<file path="src/rtl/cond_branch_ctrl_pkg.sv">
// Shared constants for the conditional branch controller: CMP opcode,
// comparison-register condition indices and FSM state encoding.
package cond_branch_ctrl_pkg;

  // Opcode of the CMP instruction that writes the comparison register.
  localparam logic [5:0] OPC_CMP = 6'h2A;

  localparam int unsigned COND_W   = 4;
  localparam int unsigned NUM_COND = 12;
  localparam int unsigned CREG_W   = 12;

  // Bit positions in comp_reg, also the br_cond encoding.
  localparam logic [COND_W-1:0] COND_GT     = 4'd0;
  localparam logic [COND_W-1:0] COND_LE     = 4'd1;
  localparam logic [COND_W-1:0] COND_GE     = 4'd2;
  localparam logic [COND_W-1:0] COND_LT     = 4'd3;
  localparam logic [COND_W-1:0] COND_GTU    = 4'd4;
  localparam logic [COND_W-1:0] COND_LEU    = 4'd5;
  localparam logic [COND_W-1:0] COND_GEU    = 4'd6;
  localparam logic [COND_W-1:0] COND_LTU    = 4'd7;
  localparam logic [COND_W-1:0] COND_NE     = 4'd8;
  localparam logic [COND_W-1:0] COND_EQ     = 4'd9;
  localparam logic [COND_W-1:0] COND_NEVER  = 4'd10;
  localparam logic [COND_W-1:0] COND_ALWAYS = 4'd11;

  typedef enum logic [1:0] {
    ST_IDLE    = 2'd0,
    ST_WAIT    = 2'd1,
    ST_RESOLVE = 2'd2,
    ST_FLUSH   = 2'd3
  } state_e;

  // True when a condition index selects a real comp_reg bit.
  function automatic logic cond_is_valid(input logic [COND_W-1:0] c);
    return c < COND_W'(NUM_COND);
  endfunction

endpackage

</file>
<file path="src/rtl/cmp_pend_cnt.sv">
// Outstanding-CMP counter: up on accepted issue, down on done, full flag
// registered so cmp_ready is a clean flop output.
module cmp_pend_cnt #(
  parameter int unsigned MAX_PEND = 3
) (
  input  logic clk,
  input  logic reset,
  input  logic cmp_issue,
  input  logic cmp_done,
  output logic cmp_ready,
  output logic pend_zero_nxt_c
);

  localparam int unsigned CNT_W = 3;

  logic [CNT_W-1:0] cnt_q, cnt_d;
  logic             full_q, full_d;
  logic             inc, dec;

  // Next count: issue only accepted when not full, done ignored at zero.
  always_comb begin
    inc   = cmp_issue & ~full_q;
    dec   = cmp_done & (cnt_q != '0);
    cnt_d = cnt_q;
    if (inc && !dec) begin
      cnt_d = cnt_q + CNT_W'(1);
    end else if (dec && !inc) begin
      cnt_d = cnt_q - CNT_W'(1);
    end
    full_d = (cnt_d >= CNT_W'(MAX_PEND));
  end

  // Counter and full flag registers.
  always_ff @(posedge clk) begin
    if (reset) begin
      cnt_q  <= '0;
      full_q <= 1'b0;
    end else begin
      cnt_q  <= cnt_d;
      full_q <= full_d;
    end
  end

  assign cmp_ready       = ~full_q;
  assign pend_zero_nxt_c = (cnt_d == '0);

endmodule

</file>
<file path="src/rtl/cond_branch_ctrl.sv">
// Conditional branch controller: waits for outstanding CMPs, resolves the
// branch against comp_reg, redirects fetch and flushes the pipeline.
// Optional feature macro: BRANCH_STATS_EN adds taken/not-taken counters.
module cond_branch_ctrl
  import cond_branch_ctrl_pkg::*;
#(
  parameter int unsigned PC_W         = 16,
  parameter int unsigned FLUSH_CYCLES = 2,
  parameter int unsigned MAX_PEND     = 3
) (
  input  logic              clk,
  input  logic              reset,
  input  logic              cmp_issue,
  output logic              cmp_ready,
  input  logic              cmp_done,
  input  logic [CREG_W-1:0] comp_reg,
  input  logic              br_valid,
  output logic              br_ready,
  input  logic [COND_W-1:0] br_cond,
  input  logic [PC_W-1:0]   br_target,
  output logic              redirect_valid,
  output logic [PC_W-1:0]   redirect_pc,
  output logic              flush,
  output logic              stall,
  output logic              cond_err
`ifdef BRANCH_STATS_EN
  ,
  output logic [15:0]       taken_cnt,
  output logic [15:0]       nt_cnt
`endif
);

  localparam int unsigned FL_W = 3;
  localparam logic [FL_W-1:0] FL_LOAD =
    (FLUSH_CYCLES > 0) ? FL_W'(FLUSH_CYCLES - 1) : FL_W'(0);

  state_e              state_q, state_d;
  logic [COND_W-1:0]   cond_q, cond_d;
  logic [PC_W-1:0]     tgt_q, tgt_d;
  logic [FL_W-1:0]     fl_cnt_q, fl_cnt_d;
  logic                br_ready_q, br_ready_d;
  logic                stall_q, stall_d;
  logic                flush_q, flush_d;

  logic                pend_zero_nxt_c;
  logic [15:0]         creg_ext_c;
  logic                taken_c;
  logic                resolve_c;

  cmp_pend_cnt #(
    .MAX_PEND (MAX_PEND)
  ) u_pend (
    .clk             (clk),
    .reset           (reset),
    .cmp_issue       (cmp_issue),
    .cmp_done        (cmp_done),
    .cmp_ready       (cmp_ready),
    .pend_zero_nxt_c (pend_zero_nxt_c)
  );

  // Branch outcome: comp_reg is looked at only while resolving, so the
  // redirect/error outputs are decoded from it in that cycle.
  always_comb begin
    creg_ext_c = {4'b0000, comp_reg};
    resolve_c  = (state_q == ST_RESOLVE) && !reset;
    taken_c    = cond_is_valid(cond_q) && creg_ext_c[cond_q];
  end

  assign redirect_valid = resolve_c & taken_c;
  assign redirect_pc    = redirect_valid ? tgt_q : '0;
  assign cond_err       = resolve_c & ~cond_is_valid(cond_q);

  // Next-state and next-output decode.
  always_comb begin
    state_d  = state_q;
    cond_d   = cond_q;
    tgt_d    = tgt_q;
    fl_cnt_d = fl_cnt_q;
    case (state_q)
      ST_IDLE: begin
        if (br_valid) begin
          cond_d  = br_cond;
          tgt_d   = br_target;
          state_d = pend_zero_nxt_c ? ST_RESOLVE : ST_WAIT;
        end
      end
      ST_WAIT: begin
        if (pend_zero_nxt_c) begin
          state_d = ST_RESOLVE;
        end
      end
      ST_RESOLVE: begin
        if (taken_c && (FLUSH_CYCLES > 0)) begin
          state_d  = ST_FLUSH;
          fl_cnt_d = FL_LOAD;
        end else begin
          state_d = ST_IDLE;
        end
      end
      ST_FLUSH: begin
        if (fl_cnt_q == '0) begin
          state_d = ST_IDLE;
        end else begin
          fl_cnt_d = fl_cnt_q - FL_W'(1);
        end
      end
      default: state_d = ST_IDLE;
    endcase
    br_ready_d = (state_d == ST_IDLE);
    stall_d    = (state_d == ST_WAIT) || (state_d == ST_RESOLVE);
    flush_d    = (state_d == ST_FLUSH);
  end

  // FSM, captured branch and registered control outputs.
  always_ff @(posedge clk) begin
    if (reset) begin
      state_q    <= ST_IDLE;
      cond_q     <= '0;
      tgt_q      <= '0;
      fl_cnt_q   <= '0;
      br_ready_q <= 1'b1;
      stall_q    <= 1'b0;
      flush_q    <= 1'b0;
    end else begin
      state_q    <= state_d;
      cond_q     <= cond_d;
      tgt_q      <= tgt_d;
      fl_cnt_q   <= fl_cnt_d;
      br_ready_q <= br_ready_d;
      stall_q    <= stall_d;
      flush_q    <= flush_d;
    end
  end

  assign br_ready = br_ready_q;
  assign stall    = stall_q;
  assign flush    = flush_q;

`ifdef BRANCH_STATS_EN
  logic [15:0] taken_cnt_q, nt_cnt_q;

  // Saturating outcome counters, one count per resolved branch.
  always_ff @(posedge clk) begin
    if (reset) begin
      taken_cnt_q <= '0;
      nt_cnt_q    <= '0;
    end else if (state_q == ST_RESOLVE) begin
      if (taken_c) begin
        if (taken_cnt_q != 16'hFFFF) taken_cnt_q <= taken_cnt_q + 16'd1;
      end else begin
        if (nt_cnt_q != 16'hFFFF) nt_cnt_q <= nt_cnt_q + 16'd1;
      end
    end
  end

  assign taken_cnt = taken_cnt_q;
  assign nt_cnt    = nt_cnt_q;
`endif

endmodule

</file>
<file path="config.mk">
export PLATFORM = sky130hd
export DESIGN_NAME = cond_branch_ctrl
export DESIGN_NICKNAME = d
export VERILOG_FILES = /design/src/rtl/cond_branch_ctrl_pkg.sv /design/src/rtl/cmp_pend_cnt.sv /design/src/rtl/cond_branch_ctrl.sv
export SDC_FILE = /design/constraint.sdc
export NUM_CORES = 1
export LEC_CHECK = 0
export ABC_CLOCK_PERIOD_IN_PS = 2900
export CAP_MARGIN = 20
export CORE_MARGIN = 2
export CORE_UTILIZATION = 40
export CTS_BUF_LIST = sky130_fd_sc_hd__clkbuf_4 sky130_fd_sc_hd__clkbuf_8
export CTS_CLUSTER_DIAMETER = 100
export DETAILED_ROUTE_END_ITERATION = 8
export PLACE_DENSITY = 0.74
export SYNTH_ARGS = -nofsm -noshare
export SYNTH_HDL_FRONTEND = slang
export SYNTH_HIERARCHICAL = 1
export SYNTH_SLANG_ARGS = --single-unit
</file>
<file path="constraint.sdc">
create_clock -name clk -period 2.9 [get_ports clk]
set_input_delay 0.435 -clock clk [delete_from_list [all_inputs] [get_ports clk]]
set_output_delay 0.435 -clock clk [all_outputs]
set_load 0.03 [all_outputs]
</file>
==> run summary, run 1 <==
The flow ran to the end, and the final reports show no timing, DRC or antenna violations. The run gives 32 as the number of sinks handled by clock tree synthesis. The number of antenna diodes in the final layout is 0. The worst hold path stage count came out at 2. The power density over the cells works out to 751 nW/um^2.

Averaged over all synthesized cells, the footprint is 8.28 sq um. The final route contains 1,665 vias. The fraction of registers with async set or reset after synthesis works out to 0. Area fraction of the dominant cell type after synthesis: 0.358.

For hold timing, the worst endpoint is tgt_q[6]. The number of buffers added on ports works out to 58. The run gives 1,558 as the via count of the first global-routing pass. For this run, the number of Yosys warnings is 6. For the total placed instance area, the log shows 2340 sq um.

The area growth from synthesis to layout is 36.8%. The logs give 0 for the final setup violation count and 0.0613 ns for the worst slack at placement. The largest net degree at the start of global routing is 33, and the area of the core is 4320 sq um. At the later pin of the worst-skew pair, clock insertion delay measures 0.29 ns. In this run the register-to-register setup slack is 0.94 ns. The combined area of the multi-input logic cells was 1060 sq um; the die boundary width was 70.9 um. The number of cells on the worst reg-to-reg path is 7.

Dividing the detail-routed wire length by the instance count gives 12.9 um. Yosys mapped a number of flops with a built-in enable equal to 0. The maximum clock insertion buffer count was 2. The logs give 2.47 ns for the required time at the endpoint of the critical path and 641 sq um for the sequential cell area. The relative slew slack came out at 0.522. For the setup TNS, the log shows 0 ns. The number of hold buffers added after CTS was 0. Yosys attributes the largest share of cell area to sky130_fd_sc_hd__dfxtp_1 36%, sky130_fd_sc_hd__nand2_1 10%, sky130_fd_sc_hd__nor3b_2 6.3%.

The tools report the number of endpoints with negative hold slack in the final report as 0. The half-perimeter wire length of the detailed placement result is 2970 um, and the violation count after the first detailed-route iteration is 115. The signal arrival time at the worst endpoint is 2.13 ns.

The worst setup path is of the input pin to output pin kind. The filler cell count was 433. The logs give 0.000915 uW for the static leakage power and 0 for the number of antenna violations at the first check in global routing.

The row count came out at 24. Setup repair after global routing left no endpoint under its margin. The die is 70.9 um tall. In this run the worst hold path is classified as flop to flop. Global routing finished with a remaining overflow of 0. The startpoint kind of the worst setup timing path was an input pin.

After clock tree synthesis, the clock-pin slew on the worst setup and hold paths is 0.06 ns. For the DRC violation count after routing, the log shows 0. The total die area came out at 5020 sq um. The startpoint identified for the worst register-to-register timing path is u_pend/cnt_q[0].

After synthesis the netlist holds a flip-flop and latch count of 32. At the pin with the least slew margin, the transition time is 0.718 ns. The net count of the finished layout is 312. VDD sags by at most 353 uV. The first detailed-routing pass took 4 iterations. On the final layout, the worst clock skew is 0.00871 ns.

The wire length of the first global-routing pass was 6890 um. The logs give 0 for the final-report max-slew violation count and 0.333 ns for the slack of the critical path. The tools report the element type at the critical path end as an output pin. In this run the clock root is driven by a sky130_fd_sc_hd__clkbuf_8.

The tools report the number of max-cap violations as 0. TritonCTS built the clock tree. The effective utilization at floorplan is 0.414.

Synthesis produced 216 cells. The worst path needs 2.57 ns of the cycle, external delays included. The vias per cell was 5.15; the distinct cell type count of the synthesized netlist was 49. Along the worst path, the maximum fanout reaches 18. The share of the cycle needed by the critical path after routing works out to 0.885. The run gives 1790 sq um as the cell area after technology mapping. The tools report the sequential cell area fraction in the yosys report as 0.358.

The number of CTS-inserted buffers came out at 5. Among all flip-flop cells after synthesis, the most frequent one is sky130_fd_sc_hd__dfxtp_1. The run gives 258 as the post-synthesis net count. The hold path startpoint is tgt_q[6].

The endpoint identified for the worst register-to-register timing path is state_q[0]. The fraction of final layout cells with drive strength greater than 1 is 0.185. The overall global routing resource usage is 0.169. The tools report the number of antenna-violating nets in the routed design as 0. The tools report the design area as 2450 sq um. For this design the top-level I/O count stands at 59. The total routed wirelength came out at 4180 um. Routability-driven placement finished with a final weighted congestion of 0.848. Based on the critical path, the design can be clocked at up to 390 MHz. The H-tree was split into 2 levels. The synthesized design spends more area on one cell type than any other, namely sky130_fd_sc_hd__dfxtp_1.
stage by stage:
stage                util  total power, uW  hold slack, ns  std cells
finish              0.566             1840           0.452        323
global route        0.566             1970           0.476        323
CTS                 0.566             1850           0.453        323
detailed placement  0.542             1460           0.443        315
global placement    0.542             1460           0.438        315
floorplan               -             1270           0.431        216
per-layer routing:
layer  global-route usage  share of wire  vias up
met2                0.272           0.47       38
met1                0.220           0.48      762
met4               0.0629          0.010        0
met5                    0              0        -
li1                     -              -      861
met3               0.0427          0.042        4
registers in the layout, indices dropped and copies added (netlist names):
name / count
br_ready: 1
stall: 1
flush: 1
cond_q: 4
u_pend/cnt_q: 3
fl_cnt_q: 3
state_q: 2
u_pend/full_q: 1
tgt_q: 16
cell families (layout without fill, tap and decap cells):
family                     after synthesis  in the layout  synth area share
and+or+nand+nor                        104            104             0.332
AOI/OAI and AO/OA                       44             44             0.169
DFF                                     32             32             0.358
buffers and inverters                   21             76            0.0517
muxes                                    8              8            0.0448
adders and majority gates                5              5            0.0350
xor gates and xnor gates                 2              2           0.00979
worst max path at each step:
stage	endpoint	from	slack (ns)	cells after the start
after floorplan	redirect_pc[0]	cond_q[1]	0.63	5
after global placement	redirect_pc[2]	comp_reg[7]	0.06	6
after detailed placement	redirect_pc[2]	comp_reg[7]	0.06	6
after CTS	redirect_pc[2]	comp_reg[0]	0.31	6
after global routing	redirect_pc[15]	comp_reg[4]	0.20	6
final	redirect_pc[2]	comp_reg[0]	0.33	6
cells in the mapped netlist, types with 3 or more instances:
cell,number
sky130_fd_sc_hd__nor2b_1,3
sky130_fd_sc_hd__o22ai_1,3
sky130_fd_sc_hd__inv_1,7
sky130_fd_sc_hd__clkbuf_1,9
sky130_fd_sc_hd__nand2_1,49
sky130_fd_sc_hd__nor3b_2,9
sky130_fd_sc_hd__ha_1,5
sky130_fd_sc_hd__a21oi_1,22
sky130_fd_sc_hd__or2_2,3
sky130_fd_sc_hd__dfxtp_1,32
sky130_fd_sc_hd__nor2_1,12
sky130_fd_sc_hd__nand2b_1,3
sky130_fd_sc_hd__nor3b_1,7
sky130_fd_sc_hd__nand3_1,3
sky130_fd_sc_hd__mux2i_1,8
layout make-up:
cell class / instances / area share
multi-input cells: 163 / 0.435
flip-flops and latches: 32 / 0.262
repair buffers: 60 / 0.225
clock buffers: 7 / 0.0368
well taps: 52 / 0.0266
inverters: 8 / 0.0123
clock inverters: 1 / 0.00307
critical path, cell delays in order:
cell and delay [ns]:
sky130_fd_sc_hd__clkdlybuf4s50_1 0.46, sky130_fd_sc_hd__mux2i_1 0.08, sky130_fd_sc_hd__a221oi_2 0.44, sky130_fd_sc_hd__a21oi_4 0.25
sky130_fd_sc_hd__nor3b_1 0.26, sky130_fd_sc_hd__buf_4 0.20
where the power goes:
part | total, uW | internal, uW | switching (uW)
sequential | 640 | 543 | 96.5
clock | 371 | 202 | 169
combinational | 826 | 352 | 474
cell usage in the layout (no fill, tap or decap), types with 2 or more instances in the layout:
| master | Yosys | routed |
|---|---|---|
| sky130_fd_sc_hd__a21oi_1 | 22 | 22 |
| sky130_fd_sc_hd__and2_1 | 2 | 2 |
| sky130_fd_sc_hd__buf_4 | 1 | 20 |
| sky130_fd_sc_hd__clkbuf_8 | 0 | 6 |
| sky130_fd_sc_hd__clkdlybuf4s50_1 | 0 | 40 |
| sky130_fd_sc_hd__dfxtp_1 | 32 | 32 |
| sky130_fd_sc_hd__ha_1 | 5 | 5 |
| sky130_fd_sc_hd__inv_1 | 7 | 7 |
| sky130_fd_sc_hd__mux2i_1 | 8 | 8 |
| sky130_fd_sc_hd__nand2_1 | 49 | 49 |
| sky130_fd_sc_hd__nand2b_1 | 3 | 3 |
| sky130_fd_sc_hd__nand2b_4 | 2 | 2 |
| sky130_fd_sc_hd__nand3_1 | 3 | 3 |
| sky130_fd_sc_hd__nand3b_1 | 2 | 2 |
| sky130_fd_sc_hd__nand4_1 | 2 | 2 |
| sky130_fd_sc_hd__nor2_1 | 12 | 12 |
| sky130_fd_sc_hd__nor2b_1 | 3 | 3 |
| sky130_fd_sc_hd__nor3b_1 | 7 | 7 |
| sky130_fd_sc_hd__nor3b_2 | 9 | 9 |
| sky130_fd_sc_hd__nor4_1 | 2 | 2 |
| sky130_fd_sc_hd__o22ai_1 | 3 | 3 |
| sky130_fd_sc_hd__or2_2 | 3 | 3 |
| sky130_fd_sc_hd__xnor2_1 | 2 | 2 |
repair_timing:
| action | in CTS | in global routing |
|---|---|---|
| setup buffers | 0 | 0 |
| endpoints found under the setup margin | 1 | 0 |
| resized for setup | 1 | 0 |
No activity file was read; power rests on OpenSTA's default activity.
==> inputs of run 2 (changes only) <==
SLEW_MARGIN = 25   (was not set)
==> results of run 2 <==
Same layout as run 1: the final DEF is identical, and so are final timing and power.
